--- config.mk ---
export PLATFORM = sky130hd
export DESIGN_NAME = gpiox_flat
export DESIGN_NICKNAME = d
export VERILOG_FILES = /design/src/rtl/gpiox_if.sv /design/src/rtl/gpiox.sv /design/src/flat_wrapper.sv
export SDC_FILE = /design/constraint.sdc
export NUM_CORES = 1
export LEC_CHECK = 0
export ABC_AREA = 1
export CORE_ASPECT_RATIO = 1.75
export CORE_MARGIN = 8
export CORE_UTILIZATION = 40
export DETAILED_ROUTE_END_ITERATION = 8
export MAX_ROUTING_LAYER = met4
export PLACE_DENSITY = 0.85
export SYNTH_ARGS = -nofsm -noshare
export SYNTH_HDL_FRONTEND = slang
export SYNTH_SLANG_ARGS = --single-unit
export TNS_END_PERCENT = 30
--- constraint.sdc ---
create_clock -name clk_i -period 1.8 [get_ports clk_i]
set_input_delay 0.18 -clock clk_i [delete_from_list [all_inputs] [get_ports clk_i]]
set_output_delay 0.18 -clock clk_i [all_outputs]
set_load 0.01 [all_outputs]
--- src/rtl/gpiox_if.sv ---
// gpiox_if: peripheral bus bundle between a bus master and the gpiox slave
interface gpiox_if #(parameter int ARCHBITSZ = 32);
   localparam int AW = ARCHBITSZ - $clog2(ARCHBITSZ/8);
   logic                   wb_cyc_i;
   logic                   wb_stb_i;
   logic                   wb_we_i;
   logic [AW-1:0]          wb_addr_i;
   logic [ARCHBITSZ/8-1:0] wb_sel_i;
   logic [ARCHBITSZ-1:0]   wb_dat_i;
   logic                   wb_bsy_o;
   logic                   wb_ack_o;
   logic [ARCHBITSZ-1:0]   wb_dat_o;
   logic [ARCHBITSZ-1:0]   wb_mapsz_o;
   modport master(output wb_cyc_i, wb_stb_i, wb_we_i, wb_addr_i, wb_sel_i, wb_dat_i,
                  input wb_bsy_o, wb_ack_o, wb_dat_o, wb_mapsz_o);
   modport slave(input wb_cyc_i, wb_stb_i, wb_we_i, wb_addr_i, wb_sel_i, wb_dat_i,
                 output wb_bsy_o, wb_ack_o, wb_dat_o, wb_mapsz_o);
endinterface

--- src/rtl/gpiox.sv ---
// gpiox: GPIO controller with direction, set/clr/tgl, debounce and edge interrupts
module gpiox #(
   parameter int ARCHBITSZ = 32,
   parameter int CLKFREQ   = 1,
   parameter int IOCOUNT   = 1,
   parameter int DBNCBITSZ = 16
) (
   input  logic               clk_i,
   input  logic               rst_i,
   gpiox_if.slave             bus,
   output logic               irq_stb_o,
   input  logic               irq_rdy_i,
   input  logic [IOCOUNT-1:0] i,
   output logic [IOCOUNT-1:0] o,
   output logic [IOCOUNT-1:0] t
);
   localparam int NB = ARCHBITSZ/8;
   logic                 req_q, we_q, rdy_q, wr;
   logic [3:0]           adr_q;
   logic [NB-1:0]        sel_q;
   logic [ARCHBITSZ-1:0] dat_q, bm, d, rd;
   logic [IOCOUNT-1:0]   ien, rise, fall, isr, s0, s1, deb, deb_p, ev, w1c;
   logic [DBNCBITSZ-1:0] dbnc;
   logic [DBNCBITSZ-1:0] cnt [IOCOUNT];
   function automatic logic [ARCHBITSZ-1:0] mrg(input logic [ARCHBITSZ-1:0] old);
      return (dat_q & bm) | (old & ~bm);
   endfunction
   always_comb begin
      for (int k = 0; k < NB; k++) bm[k*8 +: 8] = {8{sel_q[k]}};
   end
   assign d   = dat_q & bm;
   assign wr  = req_q & we_q;
   assign ev  = ((deb & ~deb_p & rise) | (~deb & deb_p & fall)) & ien & ~t;
   assign w1c = (wr && adr_q == 4'd8) ? IOCOUNT'(d) : '0;
   assign bus.wb_bsy_o   = 1'b0;
   assign bus.wb_mapsz_o = ARCHBITSZ'(16*NB);
   always_comb begin
      case (adr_q)
         4'd0:             rd = ARCHBITSZ'((t & o) | (~t & deb));
         4'd1, 4'd2, 4'd3: rd = ARCHBITSZ'(o);
         4'd4:             rd = ARCHBITSZ'(t);
         4'd5:             rd = ARCHBITSZ'(ien);
         4'd6:             rd = ARCHBITSZ'(rise);
         4'd7:             rd = ARCHBITSZ'(fall);
         4'd8:             rd = ARCHBITSZ'(isr);
         4'd9:             rd = ARCHBITSZ'(dbnc);
         4'd10:            rd = ARCHBITSZ'(IOCOUNT);
         4'd11:            rd = ARCHBITSZ'(CLKFREQ);
         default:          rd = '0;
      endcase
   end
   always_ff @(posedge clk_i) begin
      if (rst_i) begin
         req_q <= 1'b0;
         we_q <= 1'b0;
         adr_q <= '0;
         sel_q <= '0;
         dat_q <= '0;
         bus.wb_ack_o <= 1'b0;
         bus.wb_dat_o <= '0;
         o <= '0;
         t <= '0;
         ien <= '0;
         rise <= '0;
         fall <= '0;
         isr <= '0;
         dbnc <= '0;
         irq_stb_o <= 1'b0;
         rdy_q <= 1'b0;
      end else begin
         req_q <= bus.wb_cyc_i & bus.wb_stb_i;
         we_q <= bus.wb_we_i;
         adr_q <= bus.wb_addr_i[3:0];
         sel_q <= bus.wb_sel_i;
         dat_q <= bus.wb_dat_i;
         bus.wb_ack_o <= req_q;
         bus.wb_dat_o <= req_q ? rd : '0;
         if (wr)
            case (adr_q)
               4'd0: o <= IOCOUNT'(mrg(ARCHBITSZ'(o)));
               4'd1: o <= o | IOCOUNT'(d);
               4'd2: o <= o & ~IOCOUNT'(d);
               4'd3: o <= o ^ IOCOUNT'(d);
               4'd4: t <= IOCOUNT'(mrg(ARCHBITSZ'(t)));
               4'd5: ien <= IOCOUNT'(mrg(ARCHBITSZ'(ien)));
               4'd6: rise <= IOCOUNT'(mrg(ARCHBITSZ'(rise)));
               4'd7: fall <= IOCOUNT'(mrg(ARCHBITSZ'(fall)));
               4'd9: dbnc <= DBNCBITSZ'(mrg(ARCHBITSZ'(dbnc)));
               default: ;
            endcase
         // a new event outranks both the software clear and the acknowledge
         isr <= (isr & ~w1c) | ev;
         irq_stb_o <= (|ev) | (irq_stb_o & ~(rdy_q & ~irq_rdy_i));
         rdy_q <= irq_rdy_i;
      end
   end
   always_ff @(posedge clk_i) begin
      if (rst_i) begin
         s0 <= '0;
         s1 <= '0;
         deb <= '0;
         deb_p <= '0;
         for (int k = 0; k < IOCOUNT; k++) cnt[k] <= '0;
      end else begin
         s0 <= i;
         s1 <= s0;
         deb_p <= deb;
         for (int k = 0; k < IOCOUNT; k++)
            if (s1[k] == deb[k]) cnt[k] <= '0;
            else if (cnt[k] == dbnc) begin
               deb[k] <= s1[k];
               cnt[k] <= '0;
            end else cnt[k] <= cnt[k] + DBNCBITSZ'(1);
      end
   end
endmodule

--- src/flat_wrapper.sv ---
// flat-port wrapper written by rule: the top's interface ports become plain ports
module gpiox_flat 
#(
   parameter int ARCHBITSZ = 32,
   parameter int CLKFREQ   = 1,
   parameter int IOCOUNT   = 1,
   parameter int DBNCBITSZ = 16
)
  (clk_i, rst_i, irq_stb_o, irq_rdy_i, i, o, t, bus_wb_cyc_i, bus_wb_stb_i, bus_wb_we_i, bus_wb_addr_i, bus_wb_sel_i, bus_wb_dat_i, bus_wb_bsy_o, bus_wb_ack_o, bus_wb_dat_o, bus_wb_mapsz_o);
  gpiox_if #(.ARCHBITSZ(ARCHBITSZ)) bus_i ();
  input  logic clk_i;
  input  logic rst_i;
  output logic irq_stb_o;
  input  logic irq_rdy_i;
  input  logic [IOCOUNT-1:0] i;
  output logic [IOCOUNT-1:0] o;
  output logic [IOCOUNT-1:0] t;
  input wire logic [$bits(bus_i.wb_cyc_i)-1:0] bus_wb_cyc_i;
  input wire logic [$bits(bus_i.wb_stb_i)-1:0] bus_wb_stb_i;
  input wire logic [$bits(bus_i.wb_we_i)-1:0] bus_wb_we_i;
  input wire logic [$bits(bus_i.wb_addr_i)-1:0] bus_wb_addr_i;
  input wire logic [$bits(bus_i.wb_sel_i)-1:0] bus_wb_sel_i;
  input wire logic [$bits(bus_i.wb_dat_i)-1:0] bus_wb_dat_i;
  output wire logic [$bits(bus_i.wb_bsy_o)-1:0] bus_wb_bsy_o;
  output wire logic [$bits(bus_i.wb_ack_o)-1:0] bus_wb_ack_o;
  output wire logic [$bits(bus_i.wb_dat_o)-1:0] bus_wb_dat_o;
  output wire logic [$bits(bus_i.wb_mapsz_o)-1:0] bus_wb_mapsz_o;
  assign bus_i.wb_cyc_i = bus_wb_cyc_i;
  assign bus_i.wb_stb_i = bus_wb_stb_i;
  assign bus_i.wb_we_i = bus_wb_we_i;
  assign bus_i.wb_addr_i = bus_wb_addr_i;
  assign bus_i.wb_sel_i = bus_wb_sel_i;
  assign bus_i.wb_dat_i = bus_wb_dat_i;
  assign bus_wb_bsy_o = bus_i.wb_bsy_o;
  assign bus_wb_ack_o = bus_i.wb_ack_o;
  assign bus_wb_dat_o = bus_i.wb_dat_o;
  assign bus_wb_mapsz_o = bus_i.wb_mapsz_o;
  gpiox #(.ARCHBITSZ(ARCHBITSZ), .CLKFREQ(CLKFREQ), .IOCOUNT(IOCOUNT), .DBNCBITSZ(DBNCBITSZ)) u_core (.clk_i(clk_i), .rst_i(rst_i), .bus(bus_i), .irq_stb_o(irq_stb_o), .irq_rdy_i(irq_rdy_i), .i(i), .o(o), .t(t));
endmodule
==> results list <==
* Run status: complete, no violations
- Fin nets: 636
* Commonest cells after routing, fill and taps aside: sky130_fd_sc_hd__nand2_1, sky130_fd_sc_hd__inv_1, sky130_fd_sc_hd__dfxtp_1, sky130_fd_sc_hd__conb_1, sky130_fd_sc_hd__nor2_1
* Post-synthesis area per instance: 7.90 µm²
* Detailed-router iteration count before antenna repair: 4
* Post-route cell area: 4720 µm²
* Horizontal extent of the die: 90.5 µm
* Net Sw Power: 0.928 mW
- Traced cell by cell, the critical path runs through ha_1, nand3_2, nor2_2, nand2_1, nor2_1, xor2_1, inv_1, nor2_1.
- Cells after synthesis: 492
- Maximum fanout encountered on the critical timing path: 5
- The number of antenna diodes in the final layout is 0.
* Clk Latency, worst-skew pair: 340 ps
- Cell seen most often among critical-path stages: sky130_fd_sc_hd__nor2_1
* Final Hold Vio Count: 0
- Final Power: 4.21 mW
- Overall routed net length: 8330 µm
- Quantity of I/O buffers inserted on ports: 48
* Master of the slowest instance on the critical path: sky130_fd_sc_hd__edfxtp_1
- Weighted congestion at the end of routability-driven global placement: 0.945
- Counting flops with a built-in enable in the synthesized netlist gives 16.
* Number of global-route vias before repair: 3254
- Worst path max stage delay: 440 ps
- Setup violations remaining at the end of the flow were counted as 0.
- During I/O placement, the number of pins put on the boundary was 142.
* Wirelength per Cell: 12.1 µm
- Leak: 2.06 nW
- Part of the Yosys area used for sequential elements: 47.9%
- Placed inst area: 4390 µm²
- Crit path kind: flip-flop to flip-flop
* Area fraction of the dominant cell type after synthesis: 35.5%
- During synthesis, Yosys emitted a total of 0 warnings.
* Clock input transition at the sequential cells of the worst setup and hold paths: 60 ps
- The clock network accounts for 45.5% of the total power.
* Number of storage elements in the synthesis netlist: 85
- Kind of end point of the critical path: flip-flop
- CTS sink count: 85
* Part of the total power dissipated in combinational logic: 6.6%
- The initialized floorplan defines 47 standard-cell rows.
- Leaving out fill and tap cells, the most frequent cell in the layout is sky130_fd_sc_hd__nand2_1.
* Kind of path behind the tightest hold check: primary input to flip-flop
- Initial standard-cell utilization of the core: 41.1%
* DRC violation count after routing: 0
* Required time at the endpoint of the critical path: 2000 ps
- In the post-synthesis netlist, the biggest area contributors are sky130_fd_sc_hd__dfxtp_1, sky130_fd_sc_hd__edfxtp_1, sky130_fd_sc_hd__buf_4, sky130_fd_sc_hd__nand2_1, sky130_fd_sc_hd__inv_1.
- Reported max-cap violation count: 0
- Setup repair after global routing left no endpoint under its margin.
- Share of final-layout standard cells stronger than drive strength 1: 8.66%
- The area growth from synthesis to layout is 21.4%.
- Cell depth of the worst min-delay path: 3
* Crit share post-route: 92.4%
- The die covers 13300 µm².
* Largest buffer count on any clock path: 2
* Element type at the critical path start: flip-flop
- Worst-case vdd ir drop: 612 µV
- Power Dens Cells: 893 nW/µm²
- Among all flip-flop cells after synthesis, the most frequent one is sky130_fd_sc_hd__dfxtp_1.
- The routed layout has 3074 vias.
- Pin count of the biggest net entering global routing: 37
* Share of flip-flops with an asynchronous set or reset after synthesis: 0%
* Wire length of the first global-routing pass: 14100 µm
- Half-perimeter wire length after detailed placement: 6330 µm
* Overall Global Routing Usage: 13.4%
- In this run, distinct cell masters in the synthesized netlist total 27.
- Die boundary height: 146 µm
* Arrival time of the worst setup path: 1860 ps
- Initial detailed-routing violation count: 150
- The initial antenna violation count is 0.
- In this run the remaining antenna-violating nets after routing total 0.
- On the final layout, the worst clock skew is 8.31 ps.
- Buffers inserted during clock tree synthesis total 9.
- Clock tree from TritonCTS: done
* Final hold slack: 355 ps
* Total global routing overflow: 0
- Cell Int Power: 3.29 mW
- Library cell with the largest summed area after synthesis: sky130_fd_sc_hd__dfxtp_1
- The number of pins with negative max-slew slack in the final report is 0.
* Area of the mapped netlist: 3890 µm²
- Post-DR vias/cell: 4.47
* Number of cells on the worst reg-to-reg path: 8
- The H-tree was split into 3 levels.
* Switching power as a share of total power: 22.0%
- The total area inside the core boundary comes to 9470 µm².
- Number of hold buffers added after cts: 0
- For this run, the top clock speed supported by timing is 601 MHz.
- Of the total power, registers draw 47.9%.
- Cell at the root of the clock tree: sky130_fd_sc_hd__clkbuf_16
- Setup total negative slack on the finished layout was measured at 0 ps.
- The worst path needs 1660 ps of the cycle, external delays included.
[critical path: cells and delay by family, from the launching register on]
kind	cells	cell delay [ps]
simple gates	5	630
flops	1	440
fa+ha+maj	1	240
xor+xnor	1	150
buf+inv	1	50
[path summary, 6_finish.rpt]
| path | start | to | slack, ps |
|---|---|---|---|
| setup / recovery | u_core.cnt[0][0] | u_core.cnt[0][12] | 140 |
| hold / removal | bus_wb_addr_i[3] | u_core.adr_q[3] | 350 |
| setup reg to reg | u_core.cnt[0][0] | u_core.cnt[0][12] | 140 |
| hold reg to reg | u_core.s0 | u_core.s1 | 400 |
[power by group through the flow]
stage	clock, mW	sequential [mW]	combinational (mW)
final	1.92	2.02	0.279
after global routing	2.04	2.02	0.315
after CTS	1.96	2.02	0.271
after detailed placement	0	2.06	0.268
after global placement	0	2.06	0.261
after floorplan	0	2.05	0.253
[through the flow]
step,cells,utilization (%),setup WS (ps)
after floorplan,555,-,320
after global placement,671,46.4,202
after detailed placement,671,46.4,191
after CTS,687,49.8,141
after global routing,688,49.8,13.8
final,688,49.8,137
[Yosys cell counts (9+ instances only)]
| cell type | number |
|---|---|
| sky130_fd_sc_hd__a21oi_1 | 27 |
| sky130_fd_sc_hd__buf_4 | 50 |
| sky130_fd_sc_hd__dfxtp_1 | 69 |
| sky130_fd_sc_hd__edfxtp_1 | 16 |
| sky130_fd_sc_hd__inv_1 | 71 |
| sky130_fd_sc_hd__nand2_1 | 86 |
| sky130_fd_sc_hd__nand3_1 | 9 |
| sky130_fd_sc_hd__nor2_1 | 58 |
| sky130_fd_sc_hd__nor2_2 | 15 |
| sky130_fd_sc_hd__nor3_1 | 25 |
| sky130_fd_sc_hd__o21ai_0 | 19 |
| sky130_fd_sc_hd__xor2_1 | 14 |
[layer usage]
layer / GRT usage, % / vias to the layer above / routed length (µm)
met3: 3.44 / 27 / 415
li1: - / 1540 / -
met1: 12.0 / 1387 / 3070
met2: 24.3 / 120 / 4520
met5: - / - / 0
met4: 8.38 / 0 / 329
[cells by family (layout without fill, tap and decap cells)]
group	Yosys count	in the layout	share of synthesized area (%)
simple gates	204	204	22.8
xor+xnor	15	15	3.38
compound gates	49	49	6.63
other cells	2	65	0.193
flops	85	85	47.9
buf+inv	135	146	18.4
fa+ha+maj	2	2	0.644
[layout make-up]
cell class	instances	area, µm²
clock buffer	11	264
clock inverter	5	56.3
fill	871	4750
inverter	75	282
multi-input combinational	335	1550
sequential	85	1860
tap	122	153
timing repair buffer	55	558
[timing repair]
action,CTS,global route
endpoints found under the hold margin,0,0
buffers inserted,0,1
endpoints found under the setup margin,0,9
gates resized for setup,0,0
(Power assumes the default switching activity.)
